**config.mk**
```make
export PLATFORM = sky130hd
export DESIGN_NAME = sub32bit_seq
export DESIGN_NICKNAME = d
export VERILOG_FILES = /design/src/rtl/sub32bit_seq.sv
export SDC_FILE = /design/constraint.sdc
export NUM_CORES = 1
export LEC_CHECK = 0
export ABC_AREA = 1
export BUFFER_PORTS_ARGS = -buffer_cell sky130_fd_sc_hd__buf_4
export CAP_MARGIN = 20
export CORE_AREA = 4 4 133 135
export DETAILED_ROUTE_END_ITERATION = 8
export DIE_AREA = 0 0 137 139
export GPL_ROUTABILITY_DRIVEN = 0
export GPL_TIMING_DRIVEN = 0
export SLEW_MARGIN = 20
export SYNTH_ARGS = -nofsm -noshare
export SYNTH_HDL_FRONTEND = slang
export SYNTH_SLANG_ARGS = --single-unit
```
**constraint.sdc**
```tcl
create_clock -name clk -period 7.5 [get_ports clk]
set_input_delay 1.5 -clock clk [delete_from_list [all_inputs] [get_ports clk]]
set_output_delay 1.5 -clock clk [all_outputs]
set_load 0.01 [all_outputs]
```
**src/rtl/sub32bit_seq.sv**
```systemverilog
// Chunk-serial subtractor: {bout,d} = a - b - bin, CHUNK bits per clock, LSB chunk first.
// Latency: done is high in the cycle after the (n/CHUNK)-th edge that follows the accepting edge.
// Backpressure: start is taken only in IDLE or DONE; it is ignored while busy and is never queued.
module sub32bit_seq #(
    parameter int n     = 32,
    parameter int CHUNK = 8
) (
    input  logic         clk,
    input  logic         rst,
    input  logic         start,
    input  logic [n-1:0] a,
    input  logic [n-1:0] b,
    input  logic         bin,
    output logic [n-1:0] d,
    output logic         bout,
    output logic         busy,
    output logic         done
);

    localparam int NCH = n / CHUNK;
    localparam int IW  = (NCH > 1) ? $clog2(NCH) : 1;

    typedef enum logic [1:0] {
        IDLE = 2'd0,
        RUN  = 2'd1,
        DONE = 2'd2
    } state_t;

    state_t         state;
    state_t         state_nxt;

    logic [n-1:0]   a_q;
    logic [n-1:0]   b_q;
    logic [n-1:0]   acc;
    logic [n-1:0]   acc_nxt;
    logic           borrow;
    logic [IW-1:0]  idx;
    logic [CHUNK:0] diff;
    logic           last;
    logic           accept;
    int             lo;

    assign last   = (idx == IW'(NCH - 1));
    assign accept = start && ((state == IDLE) || (state == DONE));
    assign busy   = (state == RUN);
    assign done   = (state == DONE);

    // One chunk of subtraction; the extra top bit of diff is the chunk borrow-out.
    always_comb begin
        lo      = int'(idx) * CHUNK;
        diff    = {1'b0, a_q[lo +: CHUNK]} - {1'b0, b_q[lo +: CHUNK]}
                  - {{CHUNK{1'b0}}, borrow};
        acc_nxt = acc;
        acc_nxt[lo +: CHUNK] = diff[CHUNK-1:0];
    end

    // State register.
    always_ff @(posedge clk or posedge rst) begin
        if (rst) begin
            state <= IDLE;
        end else begin
            state <= state_nxt;
        end
    end

    // Next-state logic: DONE lasts one cycle and can chain straight into RUN.
    always_comb begin
        state_nxt = state;
        case (state)
            IDLE:    if (start) state_nxt = RUN;
            RUN:     if (last)  state_nxt = DONE;
            DONE:    state_nxt = start ? RUN : IDLE;
            default: state_nxt = IDLE;
        endcase
    end

    // Operand capture, chunk walk, and result publish only on the final chunk.
    always_ff @(posedge clk or posedge rst) begin
        if (rst) begin
            a_q    <= '0;
            b_q    <= '0;
            acc    <= '0;
            borrow <= 1'b0;
            idx    <= '0;
            d      <= '0;
            bout   <= 1'b0;
        end else if (accept) begin
            a_q    <= a;
            b_q    <= b;
            borrow <= bin;
            idx    <= '0;
            acc    <= '0;
        end else if (state == RUN) begin
            acc    <= acc_nxt;
            borrow <= diff[CHUNK];
            idx    <= idx + 1'b1;
            if (last) begin
                d    <= acc_nxt;
                bout <= diff[CHUNK];
            end
        end
    end

endmodule

```
# == Word level (Yosys, flattened, before mapping) ==
# Cells that the tools add are included.
# totals
register_bits,134
latchBits,0
ramBits,0
mem_bits_ro,0
input_bits,68
out_inout_bits,35
elab_cells,39
mem_count,0
# classes
add_sub_neg,4
n_mul,0
div,0
magnitude_cmp,0
n_eq_ne,5
shift,4
n_mux,11
bitwise_logic,1
reduce_logical,6
# ops
operator,n
32-bit two-way mux,2
32-bit by 6-bit variable part select with 8-bit output,2
5-bit negation with 33-bit output,1
8-bit by 33-bit variable shift with 32-bit output (first input constant),1
8-bit by 33-bit variable part select with 32-bit output,1
32-bit bitwise mux,1
8-bit by 8-bit subtractor with 9-bit output,1
9-bit by 1-bit subtractor with 9-bit output,1
2-bit two-way mux,4
2-bit one-hot mux with 3 select lines,1
2-bit == test (second input constant),2
1-bit two-way mux,3
3-bit AND reduction,1
2-bit by 1-bit adder with 2-bit output (second input constant),1
2-bit by 1-bit == test with 1-bit output (second input constant),1
2-bit zero test,1
2-bit by 1-bit != test with 1-bit output (second input constant),1
2-bit != test (second input constant),1
2-bit AND reduction,1
2-bit nonzero test,1
1-bit logical AND,1
1-bit logical OR,1
1-bit NOT,1

# == Depth between registers and ports, before layout ==
# Gate-level depths: netlist (run 1).
# logic_depth
ltp_word,7
ltp_mapped,21
mapped_depth_nobuf,20

# == Worst setup path before layout (run 1) ==
# No wires, ideal clock.
# synth_timing
kind,flip-flop to flip-flop
start,register idx[0]
end,register acc[30]
arrival_ns,2.813
required_time_ns,7.434
path_slack_ns,4.621
stages_incl_launch_ff,16
synth_period_minus_slack_ns,2.879
path_cell_list,dfrtp_1 -> buf_2 -> buf_2 -> nand2_1 -> o21ai_0 -> a21oi_1 -> fa_1 -> fa_1 -> nand4_1 -> nand3_1 -> xor2_1 -> nor2_1 -> nand2_1 -> o21ai_1 -> nand2_1 -> nand2_1
# synth_via
elab_chain_cells,7
elab_cells_between_ends,10
cone_classes,add/sub (3); shift (4); mux (3)
# synth_rtl
element,line_no,rtl
start: declaration,37,logic [IW-1:0] idx;
start signal: assignment,96,idx <= idx + 1'b1;
32-bit by 6-bit variable part select with 8-bit output,51,"diff = {1'b0, a_q[lo +: CHUNK]} - {1'b0, b_q[lo +: CHUNK]}"
8-bit by 8-bit subtractor with 9-bit output,51,
9-bit by 1-bit subtractor with 9-bit output,52,"- {{CHUNK{1'b0}}, borrow};"
8-bit by 33-bit variable part select with 32-bit output,54,acc_nxt[lo +: CHUNK] = diff[CHUNK-1:0];
32-bit bitwise mux *,54,
32-bit two-way mux *,93,end else if (state == RUN) begin
32-bit two-way mux *,87,end else if (accept) begin
end signal: assignment,94,acc <= acc_nxt;
end: declaration,34,logic [n-1:0] acc;
# Mark *: on every way between the ends. The rest lies on a longest branch, timed or not. The select of a mux whose other input is x is not followed.
# A chain may end at the register's enable or synchronous reset.

# == Final worst setup path (run 1) ==
# layout_timing
start,register idx[0]
end,register d[29]
# layout_via
elab_chain_cells,5
elab_cells_between_ends,10
cone_classes,add/sub (3); eq/ne (1); shift (4); mux (1); reduce/logical (1)
# layout_rtl
element,line_no,rtl
32-bit by 6-bit variable part select with 8-bit output,51,
8-bit by 8-bit subtractor with 9-bit output,51,
9-bit by 1-bit subtractor with 9-bit output,52,
8-bit by 33-bit variable part select with 32-bit output,54,
32-bit bitwise mux,54,
end signal: assignment,98,d <= acc_nxt;
end: declaration,14,"output logic [n-1:0] d,"
# Several ways; a longest one is shown, not always the timed one.

==> impl_results.md, run 1 <==
* Largest family of logic cells by synthesized area: simple AND/OR/NAND/NOR gates
* RSZ-0062 raised after global routing: no
* Pleak at approximately 0.0043 uW
* Routed WL at ~17 mm
* Initial Util at between 30% and 40%
* Area grow syn2layout at 25.3%
* Std-Cell Rows at between 40 and 50
* Pin count of the biggest net entering global routing at roughly 90
* Ant. Diodes at 0
* Iter 0 DRT Violations at 355
* Port Buffers at ~100
* Adder-cell share of the synthesized area at 4.09%
* Final Skew at 0.0104 ns
* Mean Syn Cell Area at ~8 um2
* Cell Pwr Density at around 540 nW/um2
* WP buf/inv at 4
* Synthesized area at approximately 6500 um2
* Die H at 139 um
* Crit path max-delay family: buffers and inverters
* First-pass GRT wire length at around 28 mm
* CTS H-Tree Depth at 4
* Fin crit share at 51.3%
* Setup violators final at 0
* Clk pwr share at 17.9%
* Synth cell types at 26
* CTS max path bufs at 2
* Switch share at 46.3%
* Die Wd at 137 um
* Cells along the critical path: inv_2 -> buf_2 -> buf_1 -> nor2_1 -> o22ai_1 -> ha_1 -> inv_1 -> ha_1 -> a21o_1 -> nor2_1 -> nand2_2 -> xor2_1 -> nand2_1 -> nor2_2 -> nand2_1 -> nand2_1 -> nand2_1 -> nand2_1
* Core area at approximately 16000 um2
* Critical path endpoint category: flop
* Num Clock Sinks at 134
* Tightest Hold Check Type: flop to flop
* Io pins at ~100
* Fmax at about 260 MHz
* Max incr delay on CP at 0.55 ns
* Vias in the first global route at approximately 5500
* RR Endpoint: d[29]
* Final slew viol count at 0
* Crit path max-delay cell type: buf_1
* Hold-fix buffer count after cts at 0
* Worst Path Arrival at approximately 4.2 ns
* Post-Route Utilization at 49.4%
* Number of CTS-inserted buffers at 17
* WL per Instance at about 14 um
* Mapped Nets at 921
* Clk root buf: clkbuf_16
* Setup crit start kind: flop
* Worst relative slew slack at a little under three fifths
* Crit Path Class: flop to flop
* Remaining global-route overflow at 0
* VDD IR max at roughly 270 uV
* RR Startpoint: idx[0]
* Setup TNS at 0 ns
* Critical path depth in cells at 18
* DP Wirelength at about 12 mm
* Crit path max fanout at 12
* Least-Margin Pin Slew at roughly 0.66 ns
* Simple-gate area share of the yosys netlist at between 20% and 30%
* CP required at roughly 7.9 ns
* Initial DRT Pass Iterations at 5
* Reg2reg setup slack at about 3.7 ns
* Synth Instances at around 830
* Sequential fraction of the synthesis area at between 50% and 60%
* Initial antenna violation count at 0
* Run status: finished clean
* Post_cts resized at 0
* # nets final at about 1000
* Design area at 8130 um2
* Post-Place Cell Area at 7570 um2
* DRC at 0
* Minimum clock period at just under 4 ns
* Clock latency at the later pin of the worst-skew pair at around 0.42 ns
* Share of cells above drive strength 1 at 16.6%
* Pint at roughly 2400 uW
* Gate power share at approximately 56%
* CTS tree: yes
* Hold Fails Final Rpt at 0
* Critical Path Start: idx[0]
* Vias/cell at between 4 and 5
* Area fraction in compound gates after synthesis at between 10 and 15%
* Die ar. at 19000 um2
* Sw Pwr at roughly 2000 uW
* Post-CTS setup buffer count at 0
* Post-Synth XOR/XNOR Area at less than 1%
* Ys Warns at 0
* Via Count at 5661
* CP endpoint: d[29]
* Sequential share of power at between 20% and 30%
* DRT antenna net count at 0
* Max cap viols at 0
* Register bit total from synthesis at ~130
* Clock Pin Slew Worst Setup and Hold Paths at roughly 0.06 ns
* Post-synthesis mux area share at 0%
* Worst r2r path cells at 18
* Crit path top cell by count: nand2_1
* Total track usage at 18.6%
[worst min-delay path, delay by kind of cell (launching register included)]
family           cells  cell delay (ns)
and+or+nand+nor      2             0.10
DFF                  1             0.34
[registers in the layout (all words and copies together) (netlist names)]
signal  cells
borrow      1
acc        32
bout        1
idx         2
b_q        32
d          32
a_q        32
state       2
[metrics by stage]
stage,cells,hold slack (ns),total power (uW),setup slack (ns)
floorplan,833,0.444,2890,2.42
global placement,1155,0.459,3590,0.741
detailed placement,1156,0.461,3630,3.70
CTS,1188,0.475,4440,3.68
global route,1188,0.491,4820,3.40
finish,1188,0.475,4410,3.65
[how the worst min path moves through the flow]
stage                 start      end  cells past startpoint
global route        a_q[18]  a_q[18]                      2
global placement    a_q[16]  a_q[16]                      2
detailed placement  b_q[22]  b_q[22]                      2
finish              b_q[14]  b_q[14]                      2
CTS                 a_q[20]  a_q[20]                      2
floorplan           a_q[16]  a_q[16]                      2
[routing by layer]
metal	track usage, %	wire, um
met1	25.4	7810
met2	30.4	8340
met3	4.14	833
met4	4.25	168
met5	0	0
[power by group through the flow]
stage               clock network [uW]  registers (uW)  logic (uW)
floorplan                            0            1170        1720
global placement                     0            1180        2420
detailed placement                   0            1180        2450
CTS                                806            1170        2470
global route                       841            1200        2780
finish                             790            1170        2450
[Yosys cell counts, drive strengths merged]
cell type / instances / area (um2)
xor2: 3 / 33.8
clkbuf: 22 / 82.6
fa: 2 / 40.0
inv: 86 / 323
nand2: 369 / 1390
o21ai: 70 / 350
o21bai: 1 / 7.51
nand4: 4 / 25.0
o22ai: 33 / 206
dfrtp: 134 / 3350
nor2: 45 / 176
xnor2: 2 / 17.5
a21o: 1 / 7.51
a21oi: 13 / 65.1
nor3: 1 / 16.3
nor4: 1 / 21.3
nand3: 13 / 65.1
ha: 18 / 225
o32ai: 1 / 16.3
buf: 14 / 68.8
[cells by family (layout without fill, tap and decap cells)]
group,Yosys count,count (layout)
xor gates and xnor gates,5,5
AOI/OAI and AO/OA,119,119
DFF,134,134
and+or+nand+nor,433,433
adders and majority gates,20,20
buffers and inverters,122,257
[cell usage in the layout, fill, tap and decap left out, types with 3 or more instances in the layout]
cell type / count
a21oi_1: 13
buf_2: 13
buf_4: 102
clkbuf_1: 25
clkbuf_16: 17
clkbuf_8: 4
clkinv_2: 4
clkinvlp_4: 3
dfrtp_1: 134
ha_1: 18
inv_1: 79
inv_2: 6
nand2_1: 367
nand3_1: 13
nand4_1: 4
nor2_1: 42
nor2_2: 3
o21ai_0: 63
o21ai_1: 7
o22ai_1: 33
[area by class of cell]
type / count / area (um2)
multi-input cells: 577 / 2660
inverters: 86 / 330
fillers: 1677 / 8330
flip-flops and latches: 134 / 3350
clock buffers: 24 / 492
well taps: 220 / 275
repair buffers: 103 / 793
plain buffers: 36 / 151
clock inverters: 8 / 72.6
Power figures use the tool's default switching activity.
==> run 2: changes to the inputs <==
--- a/config.mk
+++ b/config.mk
@@ -5,12 +5,12 @@
 export SDC_FILE = /design/constraint.sdc
 export NUM_CORES = 1
 export LEC_CHECK = 0
-export ABC_AREA = 1
+export ABC_AREA = 0
 export BUFFER_PORTS_ARGS = -buffer_cell sky130_fd_sc_hd__buf_4
 export CAP_MARGIN = 20
-export CORE_AREA = 4 4 133 135
+export CORE_AREA = 4 4 129 131
 export DETAILED_ROUTE_END_ITERATION = 8
-export DIE_AREA = 0 0 137 139
+export DIE_AREA = 0 0 133 135
 export GPL_ROUTABILITY_DRIVEN = 0
 export GPL_TIMING_DRIVEN = 0
 export SLEW_MARGIN = 20
==> constraint.sdc (replaced) <==
create_clock -name clk -period 4 [get_ports clk]
set_input_delay 0.8 -clock clk [delete_from_list [all_inputs] [get_ports clk]]
set_output_delay 0.8 -clock clk [all_outputs]
set_load 0.01 [all_outputs]
==> impl_results.md, run 2 <==
* Post-Place Cell Area at 7200 um2 (was 7570 um2)
* First-pass GRT wire length at 24.4 mm (was 27.8 mm)
* Worst relative slew slack at 23.6% (was 56.0%)
* Final worst setup slack at 0.247 ns (was 3.65 ns)
* Commonest cells in the netlist: dfrtp_1, mux2_2, nor2_1, a22o_1, inv_1 (was nand2_1, dfrtp_1, inv_1, o21ai_0, nor2_1)
* Register bit total from synthesis at 134 (unchanged)
* Most frequent cells in the layout: dfrtp_1, buf_4, mux2_2, nor2_1, a22o_1 (was nand2_1, dfrtp_1, buf_4, inv_1, o21ai_0)
* Initial antenna violation count at 0 (unchanged)
* DRT antenna net count at 0 (unchanged)
* Port Buffers at 102 (unchanged)
* Crit Path Class: flop to flop (unchanged)
* Share of cells above drive strength 1 at 38.3% (was 16.6%)
* Hold-fix buffer count after cts at 0 (unchanged)
* Via Count at 4253 (was 5661)
* Total track usage at 17.5% (was 18.6%)
* CTS max path bufs at 2 (unchanged)
* RR Endpoint: borrow (was d[29])
* Post-Route Utilization at 50.1% (was 49.4%)
* Max cap viols at 0 (unchanged)
* Clk root buf: clkbuf_16 (unchanged)
* CTS H-Tree Depth at 4 (unchanged)
* Clock latency at the later pin of the worst-skew pair at 0.41 ns (was 0.42 ns)
* Final slew viol count at 0 (unchanged)
* Vias/cell at 5.16 (was 4.77)
* Io pins at 103 (unchanged)
* WL per Instance at 18.4 um (was 14.4 um)
* # nets final at 684 (was 1043)
* Setup crit start kind: flop (unchanged)
* Iter 0 DRT Violations at 231 (was 355)
* Sequential fraction of the synthesis area at 55.1% (was 51.7%)
* DP Wirelength at 11.0 mm (was 12.5 mm)
* Die H at 135 um (was 139 um)
* Initial Util at 39.0% (was 39.4%)
* DRC at 0 (unchanged)
* Setup TNS at 0 ns (unchanged)
* Die ar. at 18000 um2 (was 19000 um2)
* Hold Fails Final Rpt at 0 (unchanged)
* CP required at 4.29 ns (was 7.86 ns)
* Initial DRT Pass Iterations at 5 (unchanged)
* Top-count cell post-synth: dfrtp_1 (was nand2_1)
* RSZ-0062 raised after global routing: no (unchanged)
* Reg2reg setup slack at 0.25 ns (was 3.65 ns)
* Post-synth ARST share at 100% (unchanged)
* Number of enable flip-flop cells after synthesis at 0 (unchanged)
* Area grow syn2layout at 28.6% (was 25.3%)
* Number of CTS-inserted buffers at 17 (unchanged)
* Ys Warns at 0 (unchanged)
* Minimum clock period at 3.75 ns (was 3.85 ns)
* Design area at 7820 um2 (was 8130 um2)
* Synth area leaders: dfrtp_1, mux2_2, mux4_2, a22o_1, ha_1 (was dfrtp_1, nand2_1, o21ai_0, inv_1, ha_1)
* Least-Margin Pin Slew at 1.14 ns (was 0.660 ns)
* Worst Path Arrival at 4.05 ns (was 4.20 ns)
* Remaining global-route overflow at 0 (unchanged)
* Vias in the first global route at 4548 (was 5502)
* Clock Pin Slew Worst Setup and Hold Paths at 0.05 ns (was 0.06 ns)
* Num Clock Sinks at 134 (unchanged)
* Routed WL at 15.2 mm (was 17.2 mm)
* Setup violators final at 0 (unchanged)
* Fin crit share at 93.8% (was 51.3%)
* Ant. Diodes at 0 (unchanged)
* Fmax at 266 MHz (was 260 MHz)
* Die Wd at 133 um (was 137 um)
* Run status: finished clean (unchanged)
* Worst r2r path cells at 12 (was 18)
* Top cell type's share of synthesized area at 55.1% (was 51.7%)
* Synth Instances at 471 (was 833)
* Mean Syn Cell Area at 12.9 um2 (was 7.79 um2)
* Synth cell types at 37 (was 26)
* Core area at 15600 um2 (was 16500 um2)
* RR Startpoint: idx[0] (unchanged)
* Pin count of the biggest net entering global routing at 36 (was 89)
* Post-CTS setup buffer count at 0 (unchanged)
* Dpl ws at -0.684 ns (was 3.70 ns)
* Mapped Nets at 559 (was 921)
* CTS tree: yes (unchanged)
* Crit path max fanout at 10 (was 12)
* Critical path endpoint category: flop (unchanged)
* Tightest Hold Check Type: primary input to async pin (was flop to flop)
* Final Skew at 0.00605 ns (was 0.0104 ns)
* Most common cell after layout, fill and taps aside: dfrtp_1 (was nand2_1)
* Main flop type after synthesis: dfrtp_1 (unchanged)
* Area leader, netlist: dfrtp_1 (unchanged)
* Std-Cell Rows at 46 (was 47)
* Synthesized area at 6080 um2 (was 6490 um2)
[run 2: cell types whose count changed after synthesis, sizes merged, moves of 13 or more]
cell | before | now
nand3 | 13 | 0
mux2 | 0 | 64
o22ai | 33 | 0
inv | 86 | 27
a221oi | 0 | 24
mux4 | 0 | 16
o21ai | 70 | 12
a22o | 0 | 33
nand2 | 369 | 16
[run 2: cells by family after synthesis]
kind of cell	after synthesis	synth area share (%)
simple gates	81	5.91
flops	134	55.1
fa+ha+maj	20	4.36
compound gates	94	12.3
mux	80	17.8
buf+inv	55	3.42
xor+xnor	7	1.13
[run 2: layout make-up]
cell class                 instances  area (um2)
buffer                            26         115
clock inverter                    12         128
inverter                          29         113
clock buffer                      19         453
timing repair buffer             106         846
fill                            1409        7780
tap                              216         270
multi-input combinational        282        2540
sequential                       134        3350
[run 2: worst max-delay path by stage]
stage / depth (start not counted) / from / endpoint / slack [ns]
final: 12 / idx[0] / borrow / 0.25
after global routing: 12 / idx[0] / d[14] / 0.05
after CTS: 12 / idx[0] / borrow / 0.04
after detailed placement: 12 / idx[0] / d[30] / -0.68
after global placement: 12 / idx[0] / d[6] / -0.64
after floorplan: 12 / idx[0] / borrow / 0.02
[run 2: what timing repair did]
action / 4_1_cts / 5_1_grt
endpoints found under the setup margin: 54 / 6
endpoints found under the hold margin: 0 / 0
gates resized for setup: 7 / 3
[run 2: per-layer routing]
| layer | track usage, % | wire length [um] | part of all wire [%] | up-vias |
|---|---|---|---|---|
| li1 | - | - | - | 1965 |
| met1 | 22.4 | 6610 | 44 | 2132 |
| met2 | 28.0 | 7250 | 48 | 129 |
| met3 | 5.29 | 918 | 6.1 | 27 |
| met4 | 7.04 | 379 | 2.5 | 0 |
| met5 | 0 | 0 | 0 | - |
[run 2: worst max-delay path, stage by stage, from the launching register on]
cell and delay, ns:
dfrtp_2 0.47, buf_6 0.22, buf_6 0.20, mux4_2 0.54, fa_1 0.43, fa_1 0.44
nand2b_1 0.16, a21oi_1 0.21, o21bai_1 0.13, a211oi_2 0.28, or3b_2 0.15, o21ai_0 0.09
a221o_1 0.30
[run 2: per-stage QoR]
stage               hold WS (ns)  instances
floorplan                  0.466        471
global placement           0.474        789
detailed placement         0.477        793
CTS                        0.325        824
global route               0.335        824
finish                     0.335        824
Power of run 2 is left out: the tool's default activity adds up to more than one toggle a clock period on the data nets, which glitch-free logic cannot reach.
